==> config.mk <==
export PLATFORM = sky130hd
export DESIGN_NAME = mem_traffic_gen
export DESIGN_NICKNAME = d
export VERILOG_FILES = /design/src/rtl/mem_traffic_gen.sv
export SDC_FILE = /design/constraint.sdc
export NUM_CORES = 1
export LEC_CHECK = 0
export ABC_AREA = 1
export BUFFER_PORTS_ARGS = -buffer_cell sky130_fd_sc_hd__buf_2
export CORE_AREA = 2 2 177 179
export CTS_BUF_LIST = sky130_fd_sc_hd__clkbuf_4
export CTS_CLUSTER_DIAMETER = 50
export DETAILED_ROUTE_END_ITERATION = 8
export DIE_AREA = 0 0 179 181
export GPL_ROUTABILITY_DRIVEN = 0
export PLACE_DENSITY = 0.66
export SYNTH_ARGS = -nofsm -noshare
export SYNTH_HDL_FRONTEND = slang
export SYNTH_SLANG_ARGS = --single-unit
==> constraint.sdc <==
create_clock -name clk -period 6.2 [get_ports clk]
set_clock_uncertainty 0.15 [all_clocks]
set_input_delay 0.93 -clock clk [delete_from_list [all_inputs] [get_ports clk]]
set_output_delay 0.93 -clock clk [all_outputs]
set_load 0.03 [all_outputs]
==> src/rtl/mem_traffic_gen.sv <==
`default_nettype none
// ============================================================================
// Module      : mem_traffic_gen
// Description : Per-channel memory traffic generator (COUNT, BYTE_COUNT,
//               RANDOM and HOLD modes) with saturating rising-edge monitors
//               for the DUT's error-detected and error-corrected flags.
// Revision    : 1.0 - initial release
// ============================================================================
module mem_traffic_gen #(
    parameter int NUM_CH = 2,
    parameter int DATA_W = 32,
    parameter int CNT_W  = 16,
    parameter int ACT_W  = 4,
    parameter int ERR_W  = 8
) (
    input  logic                     clk,
    input  logic                     rst_n,
    input  logic                     start,
    input  logic [1:0]               mode,
    input  logic [CNT_W-1:0]         run_cycles,
    input  logic [ACT_W-1:0]         activity,
    input  logic [31:0]              seed,
    output logic [NUM_CH-1:0]        mem_wr,
    output logic [NUM_CH*DATA_W-1:0] mem_data,
    input  logic [NUM_CH-1:0]        err_detected,
    input  logic [NUM_CH-1:0]        err_corrected,
    output logic                     busy,
    output logic                     sync,
    output logic                     done,
    output logic [NUM_CH*ERR_W-1:0]  det_cnt,
    output logic [NUM_CH*ERR_W-1:0]  cor_cnt,
    output logic [NUM_CH-1:0]        err_sticky
);

    typedef enum logic [1:0] {
        S_IDLE = 2'd0,
        S_RUN  = 2'd1,
        S_DONE = 2'd2
    } state_t;

    localparam logic [1:0]       c_MODE_COUNT  = 2'd0;
    localparam logic [1:0]       c_MODE_BYTE   = 2'd1;
    localparam logic [1:0]       c_MODE_RANDOM = 2'd2;
    localparam logic [31:0]      c_GOLDEN      = 32'h9E3779B9;
    localparam logic [31:0]      c_LFSR_TAPS   = 32'h80200003;
    localparam logic [ERR_W-1:0] c_ERR_MAX     = {ERR_W{1'b1}};

    // Replicate a 32-bit word across DATA_W bits (truncating if narrower).
    function automatic logic [DATA_W-1:0] f_rep32(input logic [31:0] v);
        logic [DATA_W-1:0] r;
        r = '0;
        for (int i = 0; i < DATA_W; i++) r[i] = v[i % 32];
        return r;
    endfunction

    // Replicate one byte across the data word.
    function automatic logic [DATA_W-1:0] f_rep8(input logic [7:0] v);
        logic [DATA_W-1:0] r;
        r = '0;
        for (int i = 0; i < DATA_W; i++) r[i] = v[i % 8];
        return r;
    endfunction

    // One step of the right-shifting Galois LFSR.
    function automatic logic [31:0] f_lfsr_step(input logic [31:0] v);
        return v[0] ? ((v >> 1) ^ c_LFSR_TAPS) : (v >> 1);
    endfunction

    state_t             r_state;
    logic [1:0]         r_mode;
    logic [CNT_W-1:0]   r_run_cycles;
    logic [CNT_W-1:0]   r_elapsed;
    logic [ACT_W-1:0]   r_activity;
    logic [7:0]         r_cnt8;
    logic               r_busy;
    logic               r_sync;
    logic               r_done;

    logic               w_start_acc;
    logic [CNT_W-1:0]   w_run_max;
    logic [CNT_W-1:0]   w_elapsed_nxt;
    logic [CNT_W-1:0]   w_sync_thr;
    logic               w_finish;
    logic               w_step;

    // Start is only honoured outside RUN; a zero run length still runs one cycle.
    assign w_start_acc   = start && (r_state != S_RUN);
    assign w_run_max     = (r_run_cycles == '0) ? CNT_W'(1) : r_run_cycles;
    assign w_elapsed_nxt = r_elapsed + CNT_W'(1);
    assign w_sync_thr    = r_run_cycles - (r_run_cycles >> 3);
    assign w_finish      = (r_state == S_RUN) && (w_elapsed_nxt == w_run_max);
    assign w_step        = (r_state == S_RUN) && !w_finish;

    assign busy = r_busy;
    assign sync = r_sync;
    assign done = r_done;

    // Run-control FSM: latches run settings, counts elapsed cycles, flags.
    // The seed is consumed on the start edge by every channel, so no copy is kept.
    always_ff @(posedge clk or negedge rst_n) begin
        if (!rst_n) begin
            r_state      <= S_IDLE;
            r_mode       <= '0;
            r_run_cycles <= '0;
            r_activity   <= '0;
            r_elapsed    <= '0;
            r_cnt8       <= '0;
            r_busy       <= 1'b0;
            r_sync       <= 1'b0;
            r_done       <= 1'b0;
        end else begin
            case (r_state)
                S_IDLE, S_DONE: begin
                    if (start) begin
                        r_state      <= S_RUN;
                        r_mode       <= mode;
                        r_run_cycles <= run_cycles;
                        r_activity   <= activity;
                        r_elapsed    <= '0;
                        r_cnt8       <= '0;
                        r_busy       <= 1'b1;
                        r_sync       <= 1'b0;
                        r_done       <= 1'b0;
                    end
                end
                S_RUN: begin
                    r_elapsed <= w_elapsed_nxt;
                    // Registered so sync is visible in the cycle whose elapsed reaches the threshold.
                    if (w_elapsed_nxt >= w_sync_thr) r_sync <= 1'b1;
                    if (w_finish) begin
                        r_state <= S_DONE;
                        r_busy  <= 1'b0;
                        r_done  <= 1'b1;
                    end else begin
                        r_cnt8 <= r_cnt8 + 8'd1;
                    end
                end
                default: r_state <= S_IDLE;
            endcase
        end
    end

    for (genvar c = 0; c < NUM_CH; c++) begin : g_ch
        logic [31:0]       w_seed_raw;
        logic [31:0]       w_seed_lfsr;
        logic [31:0]       w_lfsr_nxt;
        logic              w_upd;
        logic              w_det_rise;
        logic              w_cor_rise;
        logic              r_wr;
        logic [DATA_W-1:0] r_data;
        logic [31:0]       r_lfsr;
        logic              r_det_q;
        logic              r_cor_q;
        logic [ERR_W-1:0]  r_det_cnt;
        logic [ERR_W-1:0]  r_cor_cnt;
        logic              r_sticky;

        // COUNT/HOLD use the raw per-channel seed; the LFSR must never be all-zero.
        assign w_seed_raw  = seed ^ (32'(c) * c_GOLDEN);
        assign w_seed_lfsr = (w_seed_raw == 32'd0) ? 32'd1 : w_seed_raw;
        assign w_lfsr_nxt  = f_lfsr_step(r_lfsr);
        assign w_upd       = ((w_lfsr_nxt[31 -: ACT_W] & r_activity) == '0);
        assign w_det_rise  = err_detected[c] & ~r_det_q;
        assign w_cor_rise  = err_corrected[c] & ~r_cor_q;

        // Traffic datapath: load mode init on start, advance each non-final RUN cycle.
        always_ff @(posedge clk or negedge rst_n) begin
            if (!rst_n) begin
                r_wr   <= 1'b0;
                r_data <= '0;
                r_lfsr <= '0;
            end else if (w_start_acc) begin
                r_lfsr <= w_seed_lfsr;
                case (mode)
                    c_MODE_COUNT: begin
                        r_wr   <= 1'b1;
                        r_data <= f_rep32(w_seed_raw);
                    end
                    c_MODE_BYTE: begin
                        r_wr   <= 1'b1;
                        r_data <= '0;
                    end
                    c_MODE_RANDOM: begin
                        // The loaded LFSR state is presented as the first word.
                        r_wr   <= w_seed_lfsr[0];
                        r_data <= f_rep32(w_seed_lfsr);
                    end
                    default: begin
                        r_wr   <= 1'b0;
                        r_data <= f_rep32(w_seed_raw);
                    end
                endcase
            end else if (w_finish) begin
                // Data stays on the bus after the run; only the strobe drops.
                r_wr <= 1'b0;
            end else if (w_step) begin
                case (r_mode)
                    c_MODE_COUNT:  r_data <= r_data + DATA_W'(1);
                    c_MODE_BYTE:   r_data <= f_rep8(r_cnt8 + 8'd1);
                    c_MODE_RANDOM: begin
                        r_lfsr <= w_lfsr_nxt;
                        if (w_upd) begin
                            r_wr   <= w_lfsr_nxt[0];
                            r_data <= f_rep32(w_lfsr_nxt);
                        end
                    end
                    default: ;
                endcase
            end
        end

        // Error monitors: rising-edge saturating counters, cleared by an accepted start.
        always_ff @(posedge clk or negedge rst_n) begin
            if (!rst_n) begin
                r_det_q   <= 1'b0;
                r_cor_q   <= 1'b0;
                r_det_cnt <= '0;
                r_cor_cnt <= '0;
                r_sticky  <= 1'b0;
            end else begin
                r_det_q <= err_detected[c];
                r_cor_q <= err_corrected[c];
                if (w_start_acc) begin
                    r_det_cnt <= '0;
                    r_cor_cnt <= '0;
                    r_sticky  <= 1'b0;
                end else begin
                    if (w_det_rise && (r_det_cnt != c_ERR_MAX)) r_det_cnt <= r_det_cnt + ERR_W'(1);
                    if (w_cor_rise && (r_cor_cnt != c_ERR_MAX)) r_cor_cnt <= r_cor_cnt + ERR_W'(1);
                    if (w_det_rise) r_sticky <= 1'b1;
                end
            end
        end

        assign mem_wr[c]                      = r_wr;
        assign mem_data[c*DATA_W +: DATA_W]   = r_data;
        assign det_cnt[c*ERR_W +: ERR_W]      = r_det_cnt;
        assign cor_cnt[c*ERR_W +: ERR_W]      = r_cor_cnt;
        assign err_sticky[c]                  = r_sticky;
    end

endmodule
`default_nettype wire

==> flow_summary_export.csv <==
group,metric,value,unit
outcome,status,"complete, no violations",
synth,yosys_most_used_dff,"dfrtp_1",
clocking,insertion_delay,0.70,ns
sta,tns,0,ns
clocking,htree_levels,3,
setup_path,crit_top_cell,"nand2_1",
sta,rsz0062_at_grt,"false",
clocking,cts.sinks,219,
global_route,grt_overflow_total,0,
sta,drv_slew,0,
clocking,cts_buffers,67,
synth,synth_edf_count,0,
pwr,peakVddDrop,0.0003040,V
synth,yosysWarnings,0,
layout,layout_commonest_cell,"nand2_1",
setup_path,startpoint_type,"register",
floorplan,start_util,49.56,%
pwr,comb_power_share,60.2,%
sta,fmax,251.0,MHz
drt,post_drt_wl_per_cell,18.22,um
floorplan,rows,64,
clocking,post_cts_buffers,0,
setup_path,worstPathRequired,6.69,ns
clocking,cts.repair.resized,0,
drt,drt_first_pass_iters,6,
synth,synthesis.nets,2264,
clocking,holdBufCountCts,0,
synth,syn_area,15040,um2
flow_run,cap_viol_max_count,0,
clocking,clockBufferDepth,3,
floorplan,coreArea,30350,um2
pwr,seqPwrFrac,26.0,%
global_route,grt_pass1_vias,14610,
setup_path,cp.arrival,4.47,ns
global_route,grt_use_total,31.21,%
clocking,cts_root_buffer,"clkbuf_4",
placement,placed_cells,2642,
setup_path,reg2reg_from,"r_run_cycles[0]",
pwr,power.internal,4.913,mW
drt,route.detailed.drc,0,
pwr,p_leak,8.366,nW
synth,avgSynthCellArea,6.970,um2
floorplan,die_w,179,um
setup_path,path_cells,"inv_1 > ha_1 > inv_1 > fa_1 > nand3_1 > nand3_1 > nand2_1 > nand2_1 > a21oi_1 > nor2_1 > o22ai_1 > o21ai_0 > nand3_1 > nand2_1 > nand2_1 > nand2_1 > ha_1 > nand4_1 > nor3_1 > nand3_1 > o2111ai_1 > a22o_1",
synth,synth_cell_types,51,
pwr,pwr-share-clk,13.8,%
layout,fin_nets,2421,
sta,final.min_clock_period,3.985,ns
setup_path,slowest_stage,"fa_1",
layout,syn2layout_area_growth,12.08,%
global_route,antenna_found_initial,2,
setup_path,cp-startpoint,"r_run_cycles[0]",
global_route,grt_max_degree,113,
floorplan,die_y,181,um
sta,finalCritPeriodShare,64.27,%
floorplan,ios,164,
synth,synth_seq_cells,219,
pwr,sw_frac_of_total,53.54,%
layout,layout-drive-gt1-share,14.68,%
setup_path,critPathBufInv,2,
setup_path,cpPeakStageDelay,0.41,ns
clocking,cts.clk_slew.worst_paths,0.07,ns
sta,setup_viol,0,
sta,whs,0.1780,ns
setup_path,r2r_cells,22,
sta,hold_viol_final,0,
floorplan,dieArea,32400,um2
sta,setup_slack,2.215,ns
setup_path,cp.depth,22,
sta,slew_headroom,37.09,%
worst_hold_path,min_path_type,"primary input to asynchronous set/reset pin",
setup_path,cp_max_fo,5,
synth,async_flop_share,100.0,%
drt,drtAntennaViolNets,0,
placement,dp_slack,2.224,ns
placement,numPortBuffers,163,
setup_path,cp-end-kind,"register",
sta,tightestPinTransition,0.9436,ns
drt,routed_wl,50200,um
drt,drtIter0Drc,1695,
layout,layout_common_cells,"514 x nand2_1, 279 x inv_1, 219 x dfrtp_1, 217 x o21ai_0, 198 x nor2_1",
drt,vias,15510,
clocking,tritoncts,"built",
setup_path,critPathKind,"register to register",
layout,final_cells,2755,
setup_path,crit_family,"simple AND/OR/NAND/NOR gates",
synth,seq_area_frac_synth,36.43,%
global_route,grt_first_pass_wirelength,79560,um
pwr,switchingPower,5.662,mW
drt,viasPerCell,5.631,
pwr,powerDensity,627.3,nW/um2
placement,hpwl,35750,um
synth,synthCells,2158,
[metrics by stage]
stage / util (%) / area [um2] / power, mW
2_1_floorplan: - / 15040 / 7.321
3_3_place_gp: 52.82 / 16030 / 8.842
3_5_place_dp: 52.82 / 16030 / 8.973
4_1_cts: 55.53 / 16850 / 10.48
5_1_grt: 55.55 / 16860 / 11.50
6_report: 55.55 / 16860 / 10.57
[state kept, by name (all words and copies together), names as in the netlist]
signal	flops
r_state	2
g_ch.r_lfsr	64
sync	1
g_ch.r_cor_cnt	16
r_activity	4
r_elapsed	16
g_ch.r_wr	2
busy	1
g_ch.r_data	64
r_mode	2
r_run_cycles	16
r_cnt8	8
g_ch.r_cor_q	2
g_ch.r_sticky	2
g_ch.r_det_q	2
g_ch.r_det_cnt	16
done	1
[power groups by stage]
stage          Sequential [mW]  Clock (mW)  Combinational (mW)
6_report                  2.75        1.46                6.37
5_1_grt                   2.84        1.57                7.09
4_1_cts                   2.73        1.48                6.27
3_5_place_dp              2.75           0                6.22
3_3_place_gp              2.74           0                6.10
2_1_floorplan             3.07           0                4.25
[cells in the mapped netlist (24+ instances only)]
master	number	area share, %
nand4_1	34	1.4
dfrtp_1	219	36
nor3_1	52	1.7
ha_1	44	3.7
a21oi_1	118	3.9
clkbuf_1	56	1.4
o21ai_1	24	0.80
nand3_1	130	4.3
inv_1	280	7.0
xor2_1	38	2.2
o21ai_0	217	7.2
nor2_1	200	5.0
a21oi_2	36	2.1
nand2_1	514	13
[routing by layer]
layer,GRT usage (%),up-vias,routed length (um)
li1,-,7430,-
met1,45.62,7174,22080
met2,44.74,790,21490
met3,7.513,120,5078
met4,11.02,0,1554
met5,0,-,0
[cells by family after synthesis]
logic type                 Yosys count  share of synthesized area, %
and+or+nand+nor                    982                         27.96
AOI/OAI and AO/OA                  478                         18.13
buffers and inverters              374                         10.20
DFF                                219                         36.43
xor gates and xnor gates            60                         3.494
adders and majority gates           45                         3.793
[path summary, 6_finish.rpt]
check	to	slack [ns]
max	sync	2.22
min	r_run_cycles[14]	0.18
max reg2reg	sync	2.22
min reg2reg	done	0.33
max in group asynchronous	g_ch[0].r_data[19]	4.34
min in group clk	g_ch[0].r_det_q	0.20
[cell type report]
| class | count | area [um2] |
|---|---|---|
| diodes | 2 | 5.005 |
| multi-input cells | 1565 | 8049 |
| well taps | 396 | 495.5 |
| fillers | 3022 | 13490 |
| clock buffers | 91 | 683.2 |
| repair buffers | 178 | 938.4 |
| flip-flops and latches | 219 | 5480 |
| inverters | 284 | 1066 |
| clock inverters | 20 | 141.4 |
No activity file was read; power rests on OpenSTA's default activity.
